$ cat src/rtl/uart_rx_pkg.sv
// uart_rx_pkg: constants and state encodings shared by the UART receive path.
// The default bit period lives here so the transmitter and receiver derive
// the baud rate from the same constant.
package uart_rx_pkg;

  localparam int UART_DATA_BITS            = 8;
  localparam int UART_CLKS_PER_BIT_DEFAULT = 16;

  typedef enum logic [2:0] {
    UART_RX_IDLE  = 3'd0,
    UART_RX_START = 3'd1,
    UART_RX_DATA  = 3'd2,
    UART_RX_STOP  = 3'd3,
    UART_RX_BREAK = 3'd4
  } uart_rx_state_e;

endpackage

$ cat src/rtl/uart_rx_fifo.sv
// uart_rx_fifo: first-word-fall-through byte FIFO with a registered, exact
// fill level. A push into a full FIFO is accepted only when a pop happens in
// the same cycle; otherwise it is dropped and the caller decides what to flag.
//
// Ports:
//   clk, rst_n   clock, async active-low reset
//   push         write push_data (ignored when full unless popping)
//   push_data    byte to write
//   pop          consume head (ignored when empty)
//   head         current head byte (0 after reset)
//   level        number of bytes held, 0..DEPTH
//   full, empty  level == DEPTH / level == 0
module uart_rx_fifo
  import uart_rx_pkg::*;
#(
  parameter int DEPTH = 4
) (
  input  logic                           clk,
  input  logic                           rst_n,
  input  logic                           push,
  input  logic [UART_DATA_BITS-1:0]      push_data,
  input  logic                           pop,
  output logic [UART_DATA_BITS-1:0]      head,
  output logic [$clog2(DEPTH+1)-1:0]     level,
  output logic                           full,
  output logic                           empty
);

  localparam int AW = $clog2(DEPTH);
  localparam int LW = $clog2(DEPTH+1);
  localparam logic [LW-1:0] LVL_FULL = LW'(DEPTH);

  logic [UART_DATA_BITS-1:0] mem_q [DEPTH];
  logic [AW-1:0]             wr_ptr_q;
  logic [AW-1:0]             rd_ptr_q;
  logic [LW-1:0]             level_q;
  logic                      do_push;
  logic                      do_pop;

  assign full    = (level_q == LVL_FULL);
  assign empty   = (level_q == '0);
  assign do_pop  = pop && !empty;
  // a simultaneous pop frees the slot this push needs
  assign do_push = push && (!full || do_pop);
  assign head    = mem_q[rd_ptr_q];
  assign level   = level_q;

  // DEPTH is a power of two, so pointers wrap by natural overflow
  always_ff @(posedge clk or negedge rst_n) begin
    if (!rst_n) begin
      for (int i = 0; i < DEPTH; i++) mem_q[i] <= '0;
      wr_ptr_q <= '0;
      rd_ptr_q <= '0;
      level_q  <= '0;
    end else begin
      if (do_push) begin
        mem_q[wr_ptr_q] <= push_data;
        wr_ptr_q        <= wr_ptr_q + AW'(1);
      end
      if (do_pop) rd_ptr_q <= rd_ptr_q + AW'(1);
      case ({do_push, do_pop})
        2'b10:   level_q <= level_q + LW'(1);
        2'b01:   level_q <= level_q - LW'(1);
        default: level_q <= level_q;
      endcase
    end
  end

endmodule

$ cat src/rtl/uart_rx.sv
// uart_rx: 8N1 UART receiver. Synchronises rxd, recovers bytes by mid-bit
// sampling, buffers them in a FWFT FIFO and keeps sticky error flags.
//
// Ports:
//   clk, rst_n   clock, async active-low reset
//   rxd          serial input, idle high, asynchronous
//   rx_data      FIFO head byte (valid when rx_valid)
//   rx_valid     FIFO not empty
//   rx_pop       consume head byte
//   rx_level     bytes held in the FIFO
//   frame_err    sticky: stop bit sampled low
//   overrun      sticky: byte dropped because FIFO was full
//   err_clr      clear both sticky flags
//
// state  | meaning
// IDLE   | line idle, waiting for rxd_s low
// START  | confirm start bit at half-bit point
// DATA   | sample 8 data bits at mid-bit, LSB first
// STOP   | sample stop bit at mid-bit; push or flag framing error
// BREAK  | line held low after framing error, wait for high
module uart_rx
  import uart_rx_pkg::*;
#(
  parameter int CLKS_PER_BIT = UART_CLKS_PER_BIT_DEFAULT,
  parameter int FIFO_DEPTH   = 4
) (
  input  logic                              clk,
  input  logic                              rst_n,
  input  logic                              rxd,
  output logic [7:0]                        rx_data,
  output logic                              rx_valid,
  input  logic                              rx_pop,
  output logic [$clog2(FIFO_DEPTH+1)-1:0]   rx_level,
  output logic                              frame_err,
  output logic                              overrun,
  input  logic                              err_clr
);

  localparam int CW = $clog2(CLKS_PER_BIT);
  localparam int IW = $clog2(UART_DATA_BITS);
  localparam logic [CW-1:0] CNT_LAST = CW'(CLKS_PER_BIT - 1);
  localparam logic [CW-1:0] CNT_MID  = CW'(CLKS_PER_BIT/2 - 1);
  localparam logic [IW-1:0] IDX_LAST = IW'(UART_DATA_BITS - 1);

  logic rxd_meta;
  logic rxd_s;

  uart_rx_state_e            state_q, state_d;
  logic [CW-1:0]             cnt_q, cnt_d;
  logic [IW-1:0]             idx_q, idx_d;
  logic [UART_DATA_BITS-1:0] shift_q, shift_d;
  logic                      push;
  logic                      frame_set;

  logic                      fifo_full;
  logic                      fifo_empty;
  logic                      pop_eff;
  logic                      overrun_set;
  logic                      frame_err_q;
  logic                      overrun_q;

  always_ff @(posedge clk or negedge rst_n) begin
    if (!rst_n) begin
      rxd_meta <= 1'b1;
      rxd_s    <= 1'b1;
    end else begin
      rxd_meta <= rxd;
      rxd_s    <= rxd_meta;
    end
  end

  always_ff @(posedge clk or negedge rst_n) begin
    if (!rst_n) begin
      state_q <= UART_RX_IDLE;
      cnt_q   <= '0;
      idx_q   <= '0;
      shift_q <= '0;
    end else begin
      state_q <= state_d;
      cnt_q   <= cnt_d;
      idx_q   <= idx_d;
      shift_q <= shift_d;
    end
  end

  always_comb begin
    state_d   = state_q;
    cnt_d     = cnt_q;
    idx_d     = idx_q;
    shift_d   = shift_q;
    push      = 1'b0;
    frame_set = 1'b0;
    case (state_q)
      UART_RX_IDLE: begin
        cnt_d = '0;
        if (!rxd_s) state_d = UART_RX_START;
      end
      UART_RX_START: begin
        if (cnt_q == CNT_MID) begin
          cnt_d = '0;
          idx_d = '0;
          state_d = rxd_s ? UART_RX_IDLE : UART_RX_DATA;
        end else begin
          cnt_d = cnt_q + CW'(1);
        end
      end
      UART_RX_DATA: begin
        if (cnt_q == CNT_LAST) begin
          cnt_d   = '0;
          shift_d = {rxd_s, shift_q[UART_DATA_BITS-1:1]};
          if (idx_q == IDX_LAST) state_d = UART_RX_STOP;
          else                   idx_d   = idx_q + IW'(1);
        end else begin
          cnt_d = cnt_q + CW'(1);
        end
      end
      UART_RX_STOP: begin
        // leaving mid stop-bit lets an immediately following start bit be seen
        if (cnt_q == CNT_LAST) begin
          cnt_d = '0;
          if (rxd_s) begin
            push    = 1'b1;
            state_d = UART_RX_IDLE;
          end else begin
            frame_set = 1'b1;
            state_d   = UART_RX_BREAK;
          end
        end else begin
          cnt_d = cnt_q + CW'(1);
        end
      end
      UART_RX_BREAK: begin
        cnt_d = '0;
        if (rxd_s) state_d = UART_RX_IDLE;
      end
      default: state_d = UART_RX_IDLE;
    endcase
  end

  assign pop_eff = rx_pop && !fifo_empty;

  uart_rx_fifo #(
    .DEPTH (FIFO_DEPTH)
  ) u_fifo (
    .clk       (clk),
    .rst_n     (rst_n),
    .push      (push),
    .push_data (shift_q),
    .pop       (pop_eff),
    .head      (rx_data),
    .level     (rx_level),
    .full      (fifo_full),
    .empty     (fifo_empty)
  );

  assign overrun_set = push && fifo_full && !pop_eff;

  // a set event in the same cycle as err_clr keeps the flag high
  always_ff @(posedge clk or negedge rst_n) begin
    if (!rst_n) begin
      frame_err_q <= 1'b0;
      overrun_q   <= 1'b0;
    end else begin
      if (frame_set)    frame_err_q <= 1'b1;
      else if (err_clr) frame_err_q <= 1'b0;
      if (overrun_set)  overrun_q   <= 1'b1;
      else if (err_clr) overrun_q   <= 1'b0;
    end
  end

  assign rx_valid  = !fifo_empty;
  assign frame_err = frame_err_q;
  assign overrun   = overrun_q;

endmodule

$ cat config.mk
export PLATFORM = sky130hd
export DESIGN_NAME = uart_rx
export DESIGN_NICKNAME = d
export VERILOG_FILES = /design/src/rtl/uart_rx_pkg.sv /design/src/rtl/uart_rx_fifo.sv /design/src/rtl/uart_rx.sv
export SDC_FILE = /design/constraint.sdc
export NUM_CORES = 1
export LEC_CHECK = 0
export CAP_MARGIN = 20
export CORE_UTILIZATION = 55
export CTS_BUF_LIST = sky130_fd_sc_hd__clkbuf_8
export DETAILED_ROUTE_END_ITERATION = 16
export PLACE_DENSITY = 0.77
export SYNTH_ARGS = -nofsm -noshare
export SYNTH_HDL_FRONTEND = slang
export SYNTH_HIERARCHICAL = 1
export SYNTH_SLANG_ARGS = --single-unit
$ cat constraint.sdc
create_clock -name clk -period 2.33 [get_ports clk]
set_input_delay 0.466 -clock clk [delete_from_list [all_inputs] [get_ports clk]]
set_output_delay 0.466 -clock clk [all_outputs]
set_load 0.005 [all_outputs]
==> metrics.txt <==
# TYPE chip_impl_metric gauge
chip_impl_metric{name="worst_slew_pin_slew",unit="ps"} 483
chip_impl_info{name="start_kind",value="register"} 1
chip_impl_metric{name="hold_buffers",unit=""} 0
chip_impl_metric{name="synth_area_in_compound_gates",unit="%"} 3.92
chip_impl_metric{name="postSynthNetCount",unit=""} 218
chip_impl_metric{name="final_count_of_negative_setup_slack_endpoints",unit=""} 0
chip_impl_metric{name="post_synth_fa_ha_maj_area_fraction",unit="%"} 4.18
chip_impl_metric{name="route.antenna.remaining_nets",unit=""} 0
chip_impl_metric{name="timing.max_cap.violations",unit=""} 0
chip_impl_metric{name="postSynth.asyncResetShare",unit="%"} 100
chip_impl_metric{name="layout.core_utilization",unit="%"} 73.6
chip_impl_info{name="result_of_the_run",value="finished clean"} 1
chip_impl_metric{name="floorplan.initialDensity",unit="%"} 58.8
chip_impl_metric{name="post_drt_via_cell_ratio",unit=""} 5.59
chip_impl_metric{name="std_cell_rows",unit=""} 25
chip_impl_metric{name="vias",unit=""} 1834
chip_impl_metric{name="floorplan.die.height",unit="microns"} 74.2
chip_impl_metric{name="wl",unit="microns"} 5480
chip_impl_metric{name="clock_insertion_delay_worst_skew",unit="ps"} 340
chip_impl_metric{name="grt_max_degree",unit=""} 62
chip_impl_metric{name="syn_to_final_growth",unit="%"} 25.2
chip_impl_metric{name="synth.avg_cell_area",unit="sq um"} 14.1
chip_impl_metric{name="maximum_operating_frequency",unit="MHz"} 445
chip_impl_metric{name="design.core.area",unit="sq um"} 4880
chip_impl_metric{name="post-route-period-util",unit="%"} 96.5
chip_impl_metric{name="finalWeightedCongestion",unit=""} 0.822
chip_impl_info{name="rr_endpoint",value="u_fifo/level[1]"} 1
chip_impl_info{name="setup.worst_path.end_class",value="register"} 1
chip_impl_metric{name="nNetsFinal",unit=""} 270
chip_impl_metric{name="cts_sinks",unit=""} 61
chip_impl_metric{name="tns",unit="ps"} 0
chip_impl_metric{name="drc",unit=""} 0
chip_impl_info{name="tritoncts_clock_tree",value="built"} 1
chip_impl_info{name="clock_tree_root_driver_cell",value="sky130_fd_sc_hd__clkbuf_8"} 1
chip_impl_metric{name="place_ws",unit="ps"} -166
chip_impl_metric{name="synth_seq_area_share",unit="%"} 53.3
chip_impl_metric{name="layout_min_cycle_time",unit="ps"} 2250
chip_impl_info{name="regToRegStartpoint",value="cnt_q[1]"} 1
chip_impl_metric{name="critical_path_arrival",unit="ps"} 2490
chip_impl_metric{name="ff_latch_count_synth",unit=""} 61
chip_impl_metric{name="slew_headroom",unit="%"} 67.8
chip_impl_metric{name="synth_xor_xnor_area_share",unit="%"} 2.44
chip_impl_metric{name="number_of_global_route_vias_before_repair",unit=""} 1874
chip_impl_metric{name="synth.yosys.warnings",unit=""} 6
chip_impl_metric{name="cts_inserted_buffers",unit=""} 9
chip_impl_metric{name="clock_tree.buffer_depth",unit=""} 2
chip_impl_metric{name="vdd_drop_max",unit="V"} 0.000838
chip_impl_metric{name="wire_per_inst",unit="microns"} 16.7
chip_impl_metric{name="antenna_cells",unit=""} 0
chip_impl_metric{name="synth_cell_types",unit=""} 42
chip_impl_info{name="timing_worst_setup_path_type",value="reg2reg"} 1
chip_impl_metric{name="regToRegSetupSlack",unit="ps"} 80
chip_impl_metric{name="dp_hpwl",unit="microns"} 3850
chip_impl_metric{name="synthesis.instances",unit=""} 204
chip_impl_info{name="synth_top_flop_cell",value="sky130_fd_sc_hd__dfrtp_1"} 1
chip_impl_metric{name="synth.mux.area_fraction",unit="%"} 24.2
chip_impl_metric{name="grt_overflow_total",unit=""} 0
chip_impl_metric{name="global_route.usage.total",unit="%"} 23.3
chip_impl_info{name="worstHoldPathType",value="in2async"} 1
chip_impl_metric{name="cts.clk_slew.worst_paths",unit="ps"} 70
chip_impl_info{name="synth_top_family_by_area",value="multiplexers"} 1
chip_impl_metric{name="floorplan.io_pins",unit=""} 19
chip_impl_metric{name="synth-simple-area-share",unit="%"} 8.94
chip_impl_metric{name="count_of_flip_flops_with_a_built_in_enable_after_synthesis",unit=""} 0
chip_impl_metric{name="drv_slew",unit=""} 0
chip_impl_metric{name="port_buffers",unit=""} 18
chip_impl_metric{name="static-leakage-power",unit="nW"} 1.80
chip_impl_metric{name="initialDrtViolationCount",unit=""} 138
chip_impl_info{name="setup_repair_after_global_routing_missed_its_margin",value="true"} 1
chip_impl_metric{name="cts_max_level",unit=""} 3
chip_impl_metric{name="final_hold_viol_count",unit=""} 0
chip_impl_metric{name="design.die.area",unit="sq um"} 5510
chip_impl_metric{name="post_synth_instance_area",unit="sq um"} 2870
chip_impl_metric{name="critPathMaxFanout",unit=""} 4
chip_impl_metric{name="layout-drive-gt1-share",unit="%"} 46.0
chip_impl_metric{name="skew_final",unit="ps"} 7.32
chip_impl_metric{name="layout_setup_ws",unit="ps"} 82.6
chip_impl_metric{name="antenna_violations_before_repair",unit=""} 0
chip_impl_metric{name="power.density",unit="nW/um^2"} 964
chip_impl_metric{name="die_w",unit="microns"} 74.2
chip_impl_metric{name="cp_data_required_time",unit="ps"} 2570
chip_impl_metric{name="drt_first_pass_iters",unit=""} 4
chip_impl_metric{name="count_of_cells_along_the_worst_register_to_register_path",unit=""} 9
chip_impl_metric{name="grt_pass1_wl",unit="microns"} 9080
## kinds of logic after synthesis
logic type	count (synthesis)
compound gates	14
xor+xnor	8
fa+ha+maj	9
buf+inv	17
flops	61
mux	54
simple gates	41
## synth_stat cells, types with 3 or more instances
cell type | n | area, sq um
sky130_fd_sc_hd__mux2_2 | 42 | 473
sky130_fd_sc_hd__xnor2_1 | 5 | 43.8
sky130_fd_sc_hd__xor2_1 | 3 | 26.3
sky130_fd_sc_hd__dfrtp_1 | 59 | 1480
sky130_fd_sc_hd__a211oi_1 | 3 | 22.5
sky130_fd_sc_hd__buf_2 | 3 | 15.0
sky130_fd_sc_hd__inv_1 | 10 | 37.5
sky130_fd_sc_hd__nor2_1 | 7 | 26.3
sky130_fd_sc_hd__ha_1 | 8 | 100
sky130_fd_sc_hd__nand3_1 | 3 | 15.0
sky130_fd_sc_hd__nor2_2 | 4 | 25.0
sky130_fd_sc_hd__and3_1 | 3 | 18.8
sky130_fd_sc_hd__mux4_2 | 8 | 180
sky130_fd_sc_hd__a21oi_1 | 5 | 25.0
sky130_fd_sc_hd__nand2_1 | 8 | 30.0
## metrics by stage
stage	power [mW]	hold slack [ps]	instance area [sq um]	instances
finish	3.46	128	3590	328
global route	3.65	138	3590	328
CTS	3.47	131	3570	327
detailed placement	2.37	349	3320	308
global placement	2.32	346	3320	308
floorplan	2.01	170	2900	204
## layout by cell type, fill, tap and decap left out, types with 2 or more instances in the layout
cell and n:
sky130_fd_sc_hd__dfrtp_1 57, sky130_fd_sc_hd__mux2_2 42, sky130_fd_sc_hd__buf_4 27, sky130_fd_sc_hd__inv_1 10, sky130_fd_sc_hd__clkbuf_8 9, sky130_fd_sc_hd__clkdlybuf4s50_1 9
sky130_fd_sc_hd__nand2_1 8, sky130_fd_sc_hd__mux4_2 8, sky130_fd_sc_hd__nor2_1 6, sky130_fd_sc_hd__ha_1 6, sky130_fd_sc_hd__nor2_2 5, sky130_fd_sc_hd__a21oi_1 5
sky130_fd_sc_hd__xnor2_1 5, sky130_fd_sc_hd__dlymetal6s2s_1 4, sky130_fd_sc_hd__dlygate4sd2_1 4, sky130_fd_sc_hd__a211oi_1 3, sky130_fd_sc_hd__and3_1 3, sky130_fd_sc_hd__xor2_1 3
sky130_fd_sc_hd__mux2i_1 2, sky130_fd_sc_hd__nand3_1 2, sky130_fd_sc_hd__bufinv_16 2, sky130_fd_sc_hd__clkinv_4 2, sky130_fd_sc_hd__dfstp_2 2, sky130_fd_sc_hd__mux2_1 2
sky130_fd_sc_hd__dfrtp_2 2, sky130_fd_sc_hd__buf_6 2
## what timing repair did
action	in CTS	in global routing
setup buffers	3	1
cloned	0	0
resized for setup	6	6
endpoints found under the setup margin	8	6
pin swaps	0	1
## registers in the layout (all words and copies together), names as in the netlist
name,cells
rxd_s,1
u_fifo/rd_ptr_q,2
idx_q,3
shift_q,8
u_fifo/wr_ptr_q,2
u_fifo/mem_q,32
u_fifo/level,3
state_q,3
frame_err,1
rxd_meta,1
cnt_q,4
overrun,1
## critical path, cell delays in order (launching register included)
cell                      delay (ps)
sky130_fd_sc_hd__dfrtp_1         400
sky130_fd_sc_hd__ha_2            200
sky130_fd_sc_hd__and4_4          230
sky130_fd_sc_hd__nand3_2         100
sky130_fd_sc_hd__nor2_2          130
sky130_fd_sc_hd__or2b_4          300
sky130_fd_sc_hd__ha_4            160
sky130_fd_sc_hd__inv_1            60
sky130_fd_sc_hd__fa_2            420
sky130_fd_sc_hd__mux2i_1         170
## where the power goes
part | switching, mW | total, mW | internal, mW
sequential | 0.152 | 1.35 | 1.19
combinational | 0.506 | 1.09 | 0.581
clock | 0.423 | 1.03 | 0.607
## worst max path at each step
stage,from,to,depth (start not counted)
2_1_floorplan,u_fifo/level[2],u_fifo/level[2],10
3_3_place_gp,rx_pop,u_fifo/level[2],10
3_5_place_dp,rx_pop,u_fifo/level[2],10
4_1_cts,u_fifo/rd_ptr_q[0],rx_data[1],3
5_1_grt,cnt_q[1],u_fifo/level[2],11
6_report,cnt_q[1],u_fifo/level[1],9
## layer usage
metal | up-vias | global-route usage, % | share of wire (%)
li1 | 845 | - | -
met1 | 944 | 30.7 | 46
met2 | 36 | 37.1 | 50
met3 | 9 | 4.88 | 2.7
met4 | 0 | 11.3 | 1.8
met5 | - | 0 | 0
## final cells by class
cell class	instances	area (sq um)
Multi-Input combinational cell	126	1290
Clock buffer	9	124
Tap cell	67	83.8
Clock inverter	7	98.8
Timing Repair Buffer	48	425
Inverter	10	37.5
Fill cell	339	1290
Sequential cell	61	1530
No activity file was read; power rests on OpenSTA's default activity.
